[config.mk]
export PLATFORM = sky130hd
export DESIGN_NAME = decode_stage
export DESIGN_NICKNAME = d
export VERILOG_FILES = /design/src/rtl/decode_stage.sv
export SDC_FILE = /design/constraint.sdc
export NUM_CORES = 2
export LEC_CHECK = 0
export CORE_MARGIN = 1.5
export CORE_UTILIZATION = 45
export CTS_BUF_LIST = sky130_fd_sc_hd__clkbuf_4
export DETAILED_ROUTE_END_ITERATION = 10
export GPL_TIMING_DRIVEN = 0
export HOLD_SLACK_MARGIN = 0.02
export SKIP_CTS_REPAIR_TIMING = 1
export SLEW_MARGIN = 10
export SYNTH_ARGS = -nofsm -noshare
export SYNTH_HDL_FRONTEND = slang
export SYNTH_SLANG_ARGS = --single-unit
[constraint.sdc]
create_clock -name clk -period 3.43 [get_ports clk]
set_input_delay 0.686 -clock clk [delete_from_list [all_inputs] [get_ports clk]]
set_output_delay 0.686 -clock clk [all_outputs]
set_load 0.01 [all_outputs]
[src/rtl/decode_stage.sv]
// decode_stage -- RV32I instruction-decode stage.
//
// Decodes OP-IMM and OP instructions from fetch and registers the result
// into id_ex_r together with the rs1/rs2 operand values. It owns the 32-entry
// register file, which is written from the writeback port. A busy-bit
// scoreboard holds fetch off on RAW and WAW hazards against instructions
// that are still in flight.
//
// Ports:
//   clk, reset_n          clock; asynchronous active-low reset
//   if_valid / if_instr   fetched instruction and its valid flag
//   if_ready              decode accepts this cycle (combinational, !stall)
//   flush                 discard the instruction presented this cycle
//   wb_en/wb_addr/wb_data writeback port into the register file
//   id_ex_r               decoded packet for the ALU stage
//   alu_reg_input_a/b     rs1 / rs2 values, registered alongside id_ex_r
//   illegal_instr         one-cycle pulse when an unsupported encoding issues

package decode_pkg;

  typedef enum logic [4:0] {
    ALU_NONE = 5'd0,
    ALU_ADD, ALU_SUB, ALU_SLL, ALU_SLT, ALU_SLTU,
    ALU_XOR, ALU_SRL, ALU_SRA, ALU_OR, ALU_AND,
    ALU_ADDI, ALU_SLTI, ALU_SLTIU, ALU_XORI, ALU_ORI,
    ALU_ANDI, ALU_SLLI, ALU_SRLI, ALU_SRAI
  } alu_op_e;

  typedef struct packed {
    alu_op_e     alu_op;
    logic [4:0]  shamt;
    logic [31:0] inst_imm_sgn;
    logic [4:0]  reg_wr_addr;
    logic        rd_wr_en;
    logic        do_not_execute;
  } ID_EX;

  localparam ID_EX ID_EX_BUBBLE = '{
    alu_op:         ALU_NONE,
    shamt:          5'd0,
    inst_imm_sgn:   32'd0,
    reg_wr_addr:    5'd0,
    rd_wr_en:       1'b0,
    do_not_execute: 1'b1
  };

endpackage

module decode_stage
  import decode_pkg::*;
#(
  parameter int XLEN  = 32,
  parameter int NREGS = 32
) (
  input  logic            clk,
  input  logic            reset_n,
  input  logic            if_valid,
  input  logic [31:0]     if_instr,
  output logic            if_ready,
  input  logic            flush,
  input  logic            wb_en,
  input  logic [4:0]      wb_addr,
  input  logic [XLEN-1:0] wb_data,
  output ID_EX            id_ex_r,
  output logic [XLEN-1:0] alu_reg_input_a,
  output logic [XLEN-1:0] alu_reg_input_b,
  output logic            illegal_instr
);

  localparam logic [6:0]       OPC_OP_IMM = 7'b0010011;
  localparam logic [6:0]       OPC_OP     = 7'b0110011;
  localparam logic [6:0]       F7_BASE    = 7'b0000000;
  localparam logic [6:0]       F7_ALT     = 7'b0100000;
  localparam logic [NREGS-1:0] ONE_HOT0   = {{(NREGS-1){1'b0}}, 1'b1};

  logic [6:0]       opcode_p0;
  logic [6:0]       funct7_p0;
  logic [2:0]       funct3_p0;
  logic [4:0]       rs1_p0;
  logic [4:0]       rs2_p0;
  logic [4:0]       rd_p0;
  alu_op_e          op_p0;
  logic             is_op_p0;
  logic             legal_p0;
  logic             wr_rd_p0;
  logic             stall_p0;
  logic             issue_p0;
  logic             wb_wr;
  ID_EX             pkt_p0;
  logic [XLEN-1:0]  rs1_val_p0;
  logic [XLEN-1:0]  rs2_val_p0;
  logic [NREGS-1:0] busy;
  logic [NREGS-1:0] clr_vec;
  logic [NREGS-1:0] set_vec;
  logic [NREGS-1:0] eff_busy;
  logic [NREGS-1:0] busy_nxt;
  logic [XLEN-1:0]  rf [NREGS];

  // ---- Stage p0: field extraction and opcode/funct decode ----
  assign opcode_p0 = if_instr[6:0];
  assign rd_p0     = if_instr[11:7];
  assign funct3_p0 = if_instr[14:12];
  assign rs1_p0    = if_instr[19:15];
  assign rs2_p0    = if_instr[24:20];
  assign funct7_p0 = if_instr[31:25];

  always_comb begin
    op_p0    = ALU_NONE;
    is_op_p0 = 1'b0;
    if (opcode_p0 == OPC_OP_IMM) begin
      case (funct3_p0)
        3'b000: op_p0 = ALU_ADDI;
        3'b001: if (funct7_p0 == F7_BASE) op_p0 = ALU_SLLI;
        3'b010: op_p0 = ALU_SLTI;
        3'b011: op_p0 = ALU_SLTIU;
        3'b100: op_p0 = ALU_XORI;
        3'b101: begin
          if (funct7_p0 == F7_BASE)     op_p0 = ALU_SRLI;
          else if (funct7_p0 == F7_ALT) op_p0 = ALU_SRAI;
        end
        3'b110: op_p0 = ALU_ORI;
        3'b111: op_p0 = ALU_ANDI;
      endcase
    end else if (opcode_p0 == OPC_OP) begin
      is_op_p0 = 1'b1;
      if (funct7_p0 == F7_BASE) begin
        case (funct3_p0)
          3'b000: op_p0 = ALU_ADD;
          3'b001: op_p0 = ALU_SLL;
          3'b010: op_p0 = ALU_SLT;
          3'b011: op_p0 = ALU_SLTU;
          3'b100: op_p0 = ALU_XOR;
          3'b101: op_p0 = ALU_SRL;
          3'b110: op_p0 = ALU_OR;
          3'b111: op_p0 = ALU_AND;
        endcase
      end else if (funct7_p0 == F7_ALT) begin
        if (funct3_p0 == 3'b000)      op_p0 = ALU_SUB;
        else if (funct3_p0 == 3'b101) op_p0 = ALU_SRA;
      end
    end
  end

  // Every legal encoding maps to a real ALU op, so ALU_NONE marks illegal.
  assign legal_p0 = (op_p0 != ALU_NONE);
  assign wr_rd_p0 = legal_p0 && (rd_p0 != 5'd0);

  always_comb begin
    pkt_p0                = ID_EX_BUBBLE;
    pkt_p0.alu_op         = op_p0;
    pkt_p0.shamt          = if_instr[24:20];
    pkt_p0.inst_imm_sgn   = {{20{if_instr[31]}}, if_instr[31:20]};
    pkt_p0.reg_wr_addr    = rd_p0;
    pkt_p0.rd_wr_en       = wr_rd_p0;
    pkt_p0.do_not_execute = 1'b0;
  end

  // ---- Stage p0: scoreboard and handshake ----
  // A writeback landing this cycle already releases its register, so an
  // instruction waiting on it can issue in the same cycle.
  assign wb_wr    = wb_en && (wb_addr != 5'd0);
  assign clr_vec  = wb_wr ? (ONE_HOT0 << wb_addr) : '0;
  assign eff_busy = busy & ~clr_vec;

  // Illegal encodings never stall: they issue as a bubble straight away.
  assign stall_p0 = if_valid && legal_p0 &&
                    (eff_busy[rs1_p0] ||
                     (is_op_p0 && eff_busy[rs2_p0]) ||
                     (wr_rd_p0 && eff_busy[rd_p0]));

  assign if_ready = !stall_p0;
  assign issue_p0 = if_valid && if_ready && !flush;

  // Set is OR-ed after the clear so a same-register set/clear keeps the bit.
  assign set_vec  = (issue_p0 && wr_rd_p0) ? (ONE_HOT0 << rd_p0) : '0;
  assign busy_nxt = (eff_busy | set_vec) & ~ONE_HOT0;

  // ---- Stage p0: register file read with write-through bypass ----
  assign rs1_val_p0 = (rs1_p0 == 5'd0)              ? '0      :
                      (wb_wr && wb_addr == rs1_p0)  ? wb_data :
                                                      rf[rs1_p0];
  assign rs2_val_p0 = (rs2_p0 == 5'd0)              ? '0      :
                      (wb_wr && wb_addr == rs2_p0)  ? wb_data :
                                                      rf[rs2_p0];

  always_ff @(posedge clk or negedge reset_n) begin
    if (!reset_n) begin
      for (int i = 0; i < NREGS; i++) rf[i] <= '0;
    end else if (wb_wr) begin
      rf[wb_addr] <= wb_data;
    end
  end

  // ---- Stage p0 -> p1 boundary: ID/EX register ----
  always_ff @(posedge clk or negedge reset_n) begin
    if (!reset_n) begin
      busy            <= '0;
      id_ex_r         <= ID_EX_BUBBLE;
      alu_reg_input_a <= '0;
      alu_reg_input_b <= '0;
      illegal_instr   <= 1'b0;
    end else begin
      busy          <= busy_nxt;
      illegal_instr <= issue_p0 && !legal_p0;
      if (issue_p0 && legal_p0) begin
        id_ex_r         <= pkt_p0;
        alu_reg_input_a <= rs1_val_p0;
        alu_reg_input_b <= is_op_p0 ? rs2_val_p0 : '0;
      end else begin
        id_ex_r         <= ID_EX_BUBBLE;
        alu_reg_input_a <= '0;
        alu_reg_input_b <= '0;
      end
    end
  end

endmodule

==> metrics.md <==
| Metric | Value |
|---|---|
| Critical Path Fanout Max | 8 |
| Core area | 135000 sq um |
| CP dominant cell by count | a211oi_2 |
| Worst slew margin | 0.782% |
| Top post-synthesis cells by area | dfrtp_1, mux4_2, mux2_2 |
| Detailed Routing Iterations Pass 1 | 8 |
| Num rows | around 140 |
| Routed WL per cell | 37.9 um |
| CP delay by family, top | compound AO/OA/AOI/OAI gates |
| DRC Markers | 0 |
| Asr flop ratio synth | 100% |
| CTS tree | done |
| CTS Buffer Depth | 4 |
| Share of layout cells above drive strength 1 | 53.7% |
| Synth warn | 0 |
| Post-synthesis register bit count | 1144 |
| Endpoints failing setup | 27 |
| # port buffers | 176 |
| Critical-path cell list | o21a_1, mux4_2, a211oi_2, a2111oi_2, a211oi_2, nand2_2, o211ai_1, buf_2 |
| Final Hold Viols | 0 |
| Max-slew violations | 0 |
| Cells after Synth | ~3800 |
| Post-Route WL | 243 mm |
| H-tree Lvls | 5 |
| Bufs and invs on worst path | 1 |
| Number of vias per cell | 6.68 |
| Non-filler cells, final | 6405 |
| Syn_nets | 3920 |
| Post-route ant nets | 0 |
| Util after Layout | 51.9% |
| Min-Delay Path Class | in2reg |
| Data arrival time of the worst path | 3.55 ns |
| Die width | 372 um |
| Power Density | 542 nW/um^2 |
| Critical path launch point type | register |
| Crit share post-route | 123% |
| Full die area | 138000 sq um |
| Drt first-iter violations | 5805 |
| Final HPWL DP | about 160 mm |
| Minimum clock period | 4.24 ns |
| Initial antenna violation count | 7 |
| CP Class | reg2out |
| VDD IR max | between 0.3 and 0.4 mV |
| Synth cell types | 76 |
| Worst-Skew Late Latency | 1.36 ns |
| Clock Pin Slew Worst Setup and Hold Paths | approximately 0.07 ns |
| Yosys top cell area share | between 40% and 50% |
| Global placement routability congestion | 0.939 |
| Slowest CP cell | mux4_2 |
| Sequential fraction of the synthesis area | 46.8% |
| CTS root buf | clkbuf_4 |
| Dpl cells | ~5800 |
| Pin count of the biggest net entering global routing | 154 |
| Max Clk Rate | between 0.2 and 0.25 GHz |
| Aggregate global routing overflow | 0 |
| Synthesized cell area | 61200 sq um |
| EDFF count, synth | 0 |
| Die Height | 372 um |
| Post-synth top flop | dfrtp_1 |
| Max Cap Viol | 0 |
| WP data required | 2.74 ns |
| Worst setup margin | -0.805 ns |
| IO Pins | 189 |
| Initial Utilization | 45.3% |
| All-Layer GR Usage | 35.7% |
| Failing checks | negative setup slack |
| First-pass GRT wire length | 336 mm |
| Vias | 42800 |
| Placed Area | 65700 sq um |
| Area grow syn2layout | 14.7% |
| RSZ-0062 raised after global routing | true |
| Clk_skew | 0.0903 ns |
| Sink Count | 1144 |
| Yosys top cell by area | dfrtp_1 |
| Max stage delay on crit path | ~0.48 ns |
| Synthesized area per cell | roughly 16 sq um |
| Worst-margin pin slew | between 1 and 1.5 ns |
| Leak | 0.0297 uW |
| Outcome | complete, but fails checks |
| Post-route cell area | roughly 70000 sq um |
| CP Capture Type | primary output |
| Vias in the first global route | 43100 |
| CTS Buf Count | ~340 |
| Final #Nets | 4476 |
[synthesized netlist by cell type, drive strengths merged, types with 3 or more instances]
cell type and number:
a21boi 7, o2111ai 7, xor2 4, xnor2 7, o211ai 13, nor2b 6, a31oi 3, buf 162
o21a 3, or4 31, mux4 644, dfrtp 1143, nand2 44, clkinv 4, o21ai 62, nand2b 7
nand4b 3, mux2i 73, nor2 115, nand3 11, nor3 5, inv 23, ha 6, a2111oi 67
or3 4, nand4 6, a21oi 5, clkbuf 306, mux2 994, and4bb 3, and3 4, a211oi 6
o22ai 5, nor4 11, nor4b 4, o311ai 6
[kinds of logic (layout without fill, tap and decap cells)]
| kind of cell | count (synthesis) | count (layout) | synth area share [%] |
|---|---|---|---|
| AND/OR/NAND/NOR | 264 | 264 | 2.24 |
| buffers and inverters | 495 | 1269 | 3.45 |
| multiplexers | 1711 | 1711 | 43.2 |
| flip-flops | 1144 | 1144 | 46.8 |
| XOR/XNOR | 11 | 11 | 0.157 |
| AO/OA/AOI/OAI | 209 | 209 | 4.07 |
| adder cells (fa/ha/maj) | 6 | 6 | 0.123 |
| other | 0 | 10 | 0 |
[worst min-delay path: stages]
cell and delay [ns]:
clkbuf_1 0.17, xnor2_1 0.16, nand4_1 0.08, a211oi_1 0.09
inv_1 0.06, nor4_1 0.04
[flip-flops by register name, indices dropped and copies added (netlist names)]
| signal | cells |
|---|---|
| rf | 1024 |
| alu_reg_input_a | 32 |
| alu_reg_input_b | 32 |
| busy | 31 |
| id_ex_r | 24 |
| illegal_instr | 1 |
[layout by cell type (no fill, tap or decap), types with 5 or more instances in the layout]
cell type,count
dfrtp_1,1142
mux2_2,994
mux4_2,644
clkbuf_4,512
clkbuf_1,221
clkdlybuf4s50_1,170
nor2_1,112
clkbuf_2,82
buf_2,77
mux2i_1,72
clkinv_1,63
a2111oi_4,52
buf_4,43
nand2_1,38
o21ai_1,31
or4_1,31
buf_1,26
o21ai_0,24
inv_1,22
buf_16,14
o211ai_1,13
dlygate4sd3_1,12
nand3_1,11
diode_2,10
nor4_1,9
buf_6,8
a2111oi_1,8
xnor2_1,7
inv_2,7
o21ai_2,7
nand2b_1,7
o2111ai_1,7
nor2b_1,6
ha_1,6
o22ai_1,5
nand2_2,5
nor3_1,5
a21oi_1,5
o311ai_0,5
nand4_1,5
[power by group]
group          leakage [uW]  total, uW  switching (uW)  internal [uW]
Combinational        0.0125       7960            3290           4670
Clock               0.00238      12700            6220           6460
Sequential           0.0148      17400            1620          15800
Total                0.0297      38100           11100          26900
[per-stage QoR]
step           hold slack (ns)  setup slack, ns  TNS [ns]  power (uW)
6_report                0.0506           -0.805     -3.25       38100
5_1_grt                 0.0698           -0.988     -1.07       39600
4_1_cts                 -0.805            -2.47    -51.59       37900
3_5_place_dp             0.464            -2.44   -553.15       25400
3_3_place_gp             0.452           -52.46         -       25100
2_1_floorplan            0.390           0.0406         0       22800
[final cells by class]
cell class | instances | area [sq um]
Clock inverter | 67 | 254
Inverter | 27 | 101
Buffer | 467 | 2220
Tap cell | 1781 | 2230
Timing Repair Buffer | 219 | 2430
Sequential cell | 1144 | 28600
Antenna cell | 10 | 25.0
Multi-Input combinational cell | 2201 | 30600
Fill cell | 11600 | 64900
Clock buffer | 489 | 3670
[path summary, 6_finish.rpt]
| kind | startpoint | end | slack [ns] | cells past startpoint |
|---|---|---|---|---|
| max | busy[11] | if_ready | -0.81 | 8 |
| min | if_instr[30] | id_ex_r[44] | 0.05 | 6 |
| max reg2reg | busy[11] | alu_reg_input_b[9] | 0.15 | 9 |
| min reg2reg | rf[1001] | rf[1001] | 0.48 | 1 |
| max in group asynchronous | reset_n | rf[176] | 1.34 | 5 |
| min in group asynchronous | reset_n | id_ex_r[47] | 0.06 | 3 |
[routing by layer]
metal / share of wire (%) / GRT usage [%] / up-vias
met5: 0.17 / 1.15 / -
met4: 6.1 / 20.4 / 14
met3: 12 / 13.7 / 767
met2: 43 / 50.8 / 2854
met1: 38 / 46.4 / 22900
li1: - / - / 16300
No activity file was read; power rests on OpenSTA's default activity.
